--- src/rtl/mux_pkg.sv ---
// Shared definitions for the N-channel output-registered mux/arbiter.
// Mode encodings and the select-width derivation.
package mux_pkg;

  localparam int MODE_SELECT = 0;
  localparam int MODE_RR     = 1;

  function automatic int sel_w(input int n);
    return ($clog2(n) < 1) ? 1 : $clog2(n);
  endfunction

endpackage

--- src/rtl/rr_arbiter_n.sv ---
// Round-robin grant: rotating priority search starting after the
// last granted channel; pointer advances only when a grant is taken.
module rr_arbiter_n
  import mux_pkg::*;
#(
  parameter int CHANNELS = 4,
  localparam int SELW = sel_w(CHANNELS)
) (
  input  logic                clk,
  input  logic                rst_n,
  input  logic [CHANNELS-1:0] req,
  input  logic                take,
  output logic [SELW-1:0]     gnt_idx,
  output logic                gnt_vld
);

  localparam logic [SELW-1:0] PTR_RST = SELW'(CHANNELS - 1);

  logic [SELW-1:0] ptr;

  // First requester at or after ptr+1, wrapping; descending scan
  // so the nearest candidate is written last and wins.
  always_comb begin
    gnt_idx = '0;
    gnt_vld = 1'b0;
    for (int k = CHANNELS; k >= 1; k--) begin
      int idx;
      idx = (int'(ptr) + k) % CHANNELS;
      if (req[idx]) begin
        gnt_idx = SELW'(idx);
        gnt_vld = 1'b1;
      end
    end
  end

  // Pointer remembers the last channel that actually transferred.
  always_ff @(posedge clk) begin
    if (!rst_n) begin
      ptr <= PTR_RST;
    end else if (take) begin
      ptr <= gnt_idx;
    end
  end

endmodule

--- src/rtl/mux_arb_n.sv ---
// N-channel mux with registered output stage; channel picked by
// sel (SELECT) or by a round-robin arbiter (ROUND_ROBIN).
module mux_arb_n
  import mux_pkg::*;
#(
  parameter int WIDTH    = 32,
  parameter int CHANNELS = 4,
  parameter int MODE     = 0,
  localparam int SELW = sel_w(CHANNELS)
) (
  input  logic                      clk,
  input  logic                      rst_n,
  input  logic [CHANNELS*WIDTH-1:0] in_data,
  input  logic [CHANNELS-1:0]       in_valid,
  output logic [CHANNELS-1:0]       in_ready,
  input  logic [SELW-1:0]           sel,
  output logic [WIDTH-1:0]          out_data,
  output logic [SELW-1:0]           out_chan,
  output logic                      out_valid,
  input  logic                      out_ready
);

  logic [SELW-1:0]  gnt_idx;
  logic             gnt_vld;
  logic             load;
  logic             xfer;
  logic [WIDTH-1:0] gnt_data;

  assign load = !out_valid || out_ready;
  assign xfer = |(in_valid & in_ready);

  if (MODE == MODE_RR) begin : g_rr
    logic unused_sel;
    assign unused_sel = ^sel;

    rr_arbiter_n #(
      .CHANNELS(CHANNELS)
    ) u_arb (
      .clk    (clk),
      .rst_n  (rst_n),
      .req    (in_valid),
      .take   (xfer),
      .gnt_idx(gnt_idx),
      .gnt_vld(gnt_vld)
    );
  end else begin : g_sel
    assign gnt_idx = sel;
    assign gnt_vld = int'(sel) < CHANNELS;
  end

  // One-hot ready on the granted channel, only when the slot can load.
  always_comb begin
    in_ready = '0;
    for (int i = 0; i < CHANNELS; i++) begin
      in_ready[i] = rst_n && load && gnt_vld &&
                    (gnt_idx == SELW'(i));
    end
  end

  // Data word of the granted channel.
  always_comb begin
    gnt_data = '0;
    for (int i = 0; i < CHANNELS; i++) begin
      if (gnt_idx == SELW'(i)) begin
        gnt_data = in_data[i*WIDTH +: WIDTH];
      end
    end
  end

  // Output register: replace on load, clear valid when nothing arrives.
  always_ff @(posedge clk) begin
    if (!rst_n) begin
      out_valid <= 1'b0;
      out_data  <= '0;
      out_chan  <= '0;
    end else if (load) begin
      out_valid <= xfer;
      if (xfer) begin
        out_data <= gnt_data;
        out_chan <= gnt_idx;
      end
    end
  end

endmodule

--- config.mk ---
export PLATFORM = sky130hd
export DESIGN_NAME = mux_arb_n
export DESIGN_NICKNAME = d
export VERILOG_FILES = /design/src/rtl/mux_pkg.sv /design/src/rtl/rr_arbiter_n.sv /design/src/rtl/mux_arb_n.sv
export SDC_FILE = /design/constraint.sdc
export NUM_CORES = 1
export LEC_CHECK = 0
export CAP_MARGIN = 20
export CELL_PAD_IN_SITES_DETAIL_PLACEMENT = 0
export CELL_PAD_IN_SITES_GLOBAL_PLACEMENT = 2
export CORE_MARGIN = 8
export CORE_UTILIZATION = 19
export CTS_CLUSTER_DIAMETER = 200
export DETAILED_ROUTE_END_ITERATION = 10
export PLACE_DENSITY_LB_ADDON = 0.1
export SYNTH_ARGS = -nofsm -noshare
export SYNTH_HDL_FRONTEND = slang
export SYNTH_SLANG_ARGS = --single-unit
--- constraint.sdc ---
create_clock -name clk -period 1.75 [get_ports clk]
set_input_delay 0.2625 -clock clk [delete_from_list [all_inputs] [get_ports clk]]
set_output_delay 0.2625 -clock clk [all_outputs]
set_load 0.005 [all_outputs]
==> run summary, run 1 <==
Status: finished clean
Top_reg_cell synth: dfxtp_1
Die area: 17100 µm²
RSZ-0062 raised after global routing: no
# hold bufs at CTS: 0
Clock sink count: 35
Post-Place Cell Area: 4400 µm²
CP bufs+invs: 2
Via count: 2612
Pint: 0.00195 W
Peak VDD IR: 0.284 mV
P_leak: 1.54 nW
Clock network power share: 32.7%
Crit Path Max Fanout: 67
Final WS setup: 97.0 ps
Tmin final: 1650 ps
CP cell instances: clkdlybuf4s50_1, mux4_2, buf_12, a31o_1, a21oi_1
Chip Height: 131 µm
Area grow syn2layout: 81.5%
Setup bufs post-CTS: 0
Switching share of power: 25.7%
Share of cells above drive strength 1: 13.5%
IO Pins: 176
CP peak stage delay: 510 ps
Number of buffers created by CTS: 5
CORE AREA: 13000 µm²
Design area: 4530 µm²
First-iteration detailed-routing DRC count: 74
Final Cycle Share: 94.5%
Post-cts repair resize count: 4
Worst-path clk slew: 60 ps
Commonest non-fill, non-tap cell in the layout: clkdlybuf4s50_1
Peak Freq: 605 MHz
Worst Path Required: 1950 ps
Pin count of the biggest net entering global routing: 70
Ant diodes: 0
EDFF count, synth: 0
Crit path kind: in2reg
Vias in the first global route: 2813
CP Launch Type: input port
Initial antenna violation count: 1
Utilization after layout: 34.8%
Crit end category: flop
Hold slack: 356 ps
Post-Syn Area per Cell: 10.1 µm²
Sequential power share: 33.4%
First-pass GRT wire length: 15.0 mm
Max cap viols: 0
Yosys cell types: 20
Row cnt: 42
DRC: 0
Routed vias/inst: 4.47
Comb power frac: 33.9%
Initial Util: 19.2%
Clock Root Buffer: clkbuf_16
Gr usage total: 11.4%
DP HPWL: 7.58 mm
Slowest-stage cell, CP: mux4_2
Rel. slew slack: 68.6%
Drt first pass iters: 3
Worst hold path class: in2reg
Post-Syn Area: 2500 µm²
CTS tree: done
Slew Viols, Final: 0
Register area share after synthesis: 28.1%
Delay-heaviest family, CP: buffers and inverters
Worst clock skew: 5.38 ps
Register bit total from synthesis: 35
Average wire per standard cell: 17.4 µm
Worst Tran Pin Value: 471 ps
Grt ovf: 0
Power Dens Cells: 580 nW/µm²
Die width: 131 µm
YS warnings: 0
Most frequent cells in the layout: 168 x clkdlybuf4s50_1, 35 x dfxtp_1, 34 x inv_1, 34 x a31o_1, 34 x a21oi_1
Post-synth ARST share: 0%
Clk_lat worst skew: 280 ps
Worst EP arrival: 1860 ps
Input/output buffers: 175
Final net count: 544
ANT nets after route: 0
Final hold violations: 0
Synth Instances: 248
Setup violations, final: 0
H-tree depth: 2
Syn nets: 385
CTS max path bufs: 2
Post-Route WL: 10.2 mm
Placement Setup Slack: -153 ps
Net Sw Power: 0.000674 W
Final Wtd Congestion: 0.685
==> Yosys cell counts (2+ instances only) <==
cell type	n	area [µm²]
nand4_1	33	206
a21oi_1	34	170
inv_1	34	128
buf_6	6	67.6
buf_1	4	15.0
dfxtp_1	35	701
nor3_1	2	10.0
nor2_1	2	7.51
mux4_2	33	743
buf_2	5	25.0
clkbuf_1	16	60.1
buf_4	3	22.5
a31o_1	34	298
==> power groups by stage <==
stage                     registers (W)  clock network (W)  logic (W)
after floorplan                0.000900                  0   0.000402
after global placement         0.000893                  0   0.000902
after detailed placement       0.000896                  0   0.000911
after CTS                      0.000879           0.000910   0.000912
after global routing           0.000885           0.000943   0.000967
final                          0.000878           0.000859   0.000890
==> per-layer routing <==
| metal | share of wire, % | track usage (%) |
|---|---|---|
| met1 | 37 | 12.5 |
| met2 | 52 | 20.2 |
| met5 | 0.13 | 0 |
| met3 | 10 | 4.83 |
| met4 | 0.55 | 2.23 |
==> final cells by class <==
type,count,area (µm²)
Clock inverter,1,5.00
Fill cell,1402,8500
Tap cell,176,220
Inverter,36,135
Sequential cell,35,701
Clock buffer,7,133
Timing Repair Buffer,186,1860
Multi-Input combinational cell,143,1470
==> flip-flops by register name (all words and copies together) (netlist names) <==
register   cells
out_data      32
out_valid      1
out_chan       2
==> stage by stage <==
stage | setup TNS (ps) | power (W) | std cells
2_1_floorplan | 0 | 0.00130 | 248
3_3_place_gp | -4160 | 0.00179 | 576
3_5_place_dp | -5000 | 0.00181 | 576
4_1_cts | 0 | 0.00270 | 584
5_1_grt | 0 | 0.00280 | 584
6_report | 0 | 0.00263 | 584
==> kinds of logic after synthesis <==
kind of cell           after synthesis  synth area share, %
AOI/OAI and AO/OA                   69                 19.1
buffers and inverters               70                 13.0
DFF                                 35                 28.1
muxes                               34                 30.2
and+or+nand+nor                     40                 9.57
==> worst paths after layout <==
kind,from,to,slack [ps],depth (start not counted)
max,in_valid[1],out_data[10],100,5
max reg2reg,out_valid,out_data[10],500,4
min reg2reg,out_data[1],out_data[1],530,3
min,sel[1],out_chan[1],360,2
No activity file was read; power rests on OpenSTA's default activity.
==> run 2: changes to the inputs <==
Settings changed: CTS_BUF_LIST set to sky130_fd_sc_hd__clkbuf_16.
==> run summary, run 2 (synthesized netlist as in run 1, its figures left out) <==
Status: finished clean
Crit end category: flop
Wire length on met2: 5.28 mm
CTS tree: done
Via count: 2612
Area grow syn2layout: 81.5%
Worst setup startpoint: in_valid[1]
Design area: 4530 µm²
Clock Root Buffer: clkbuf_16
Die width: 131 µm
Initial Util: 19.2%
Most frequent cells in the layout: 168 x clkdlybuf4s50_1, 36 x inv_1, 35 x dfxtp_1, 34 x a31o_1, 34 x a21oi_1
Crit Reg-Reg Endpoint: out_data[10]
RSZ-0062 raised after global routing: no
Average wire per standard cell: 17.4 µm
Peak VDD IR: 0.284 mV
Reg2reg start: out_valid
Grt ovf: 0
Worst hold stages: 2
HP Start: sel[1]
Die area: 17100 µm²
Worst clock skew: 5.35 ps
Routed vias/inst: 4.47
Routed metal-1 wirelength: 3.79 mm
Peak Freq: 605 MHz
Setup TNS Final: 0 ps
Input/output buffers: 175
WL met3: 1.04 mm
Post-Place Cell Area: 4400 µm²
H-tree depth: 2
IO Pins: 176
Worst Path Required: 1950 ps
Worst Tran Pin Value: 471 ps
Max cap viols: 0
Drt first pass iters: 3
Worst Hold Path EP: out_chan[1]
Clock sink count: 35
Crit Path Max Fanout: 67
Share of cells above drive strength 1: 13.5%
Register with the most flip-flops: out_data
Worst-path clk slew: 60 ps
Flip-flop count of the largest register, all copies and words added: 32
Final hold violations: 0
Final net count: 544
Rel. slew slack: 68.6%
Worst EP arrival: 1860 ps
Pin count of the biggest net entering global routing: 70
P_leak: 1.55 nW
Initial antenna violation count: 1
CORE AREA: 13000 µm²
Gr usage total: 11.4%
R2R depth: 4
DRC: 0
Top flop regs: out_data (32), out_chan (2), out_valid (1)
Chip Height: 131 µm
Crit path kind: in2reg
Ant diodes: 0
Highest routed layer: met5
Final Wtd Congestion: 0.685
First-pass GRT wire length: 15.0 mm
Post-Route WL: 10.2 mm
Commonest non-fill, non-tap cell in the layout: clkdlybuf4s50_1
Power Dens Cells: 577 nW/µm²
Tmin final: 1650 ps
Number of buffers created by CTS: 5
FF-to-FF setup slack: 500 ps
Vias in the first global route: 2813
Hold slack: 356 ps
Setup violations, final: 0
CTS max path bufs: 2
DP HPWL: 7.58 mm
Worst hold path class: in2reg
Row cnt: 42
Slew Viols, Final: 0
Setup bufs post-CTS: 0
First-iteration detailed-routing DRC count: 74
Clk_lat worst skew: 280 ps
Final Cycle Share: 94.4%
CP Launch Type: input port
ANT nets after route: 0
run 2: per-stage QoR:
step           std cells  setup slack, ps  util (%)  power [W]
6_report             584             97.2      34.8    0.00262
5_1_grt              584             61.6      34.8    0.00278
4_1_cts              584              133      34.8    0.00269
3_5_place_dp         576             -153      33.7    0.00181
3_3_place_gp         576             -121      33.7    0.00179
2_1_floorplan        248              280         -    0.00130
run 2: layer usage:
metal,global-route usage [%],vias up
li1,-,1274
met1,12.5,1234
met2,20.2,98
met3,4.83,4
met4,2.23,2
met5,0,-
run 2: area by class of cell:
cell class / count / area [µm²]
Tap cell: 176 / 220
Timing Repair Buffer: 186 / 1860
Multi-Input combinational cell: 143 / 1470
Inverter: 36 / 135
Fill cell: 1402 / 8500
Clock buffer: 5 / 125
Sequential cell: 35 / 701
Clock inverter: 3 / 12.5
run 2: critical path, stage by stage:
cell and delay (ps):
clkdlybuf4s50_1 420, mux4_2 510, buf_12 220, a31o_1 260, a21oi_1 140
run 2: worst max path at each step:
stage / to / slack (ps) / cells after the start
final: out_data[10] / 100 / 5
after global routing: out_data[10] / 60 / 5
after CTS: out_data[10] / 130 / 5
after detailed placement: out_data[10] / -150 / 5
after global placement: out_data[8] / -120 / 5
after floorplan: in_ready[2] / 280 / 6
run 2: what timing repair did:
action,in CTS,in global routing
hold buffers,0,0
resized for setup,4,0
setup endpoints to repair,4,0
run 2: where the power goes:
part	internal, W	switching [W]
combinational	0.000575	0.000315
clock	0.000515	0.000333
sequential	0.000852	0.0000260
total	0.00194	0.000675
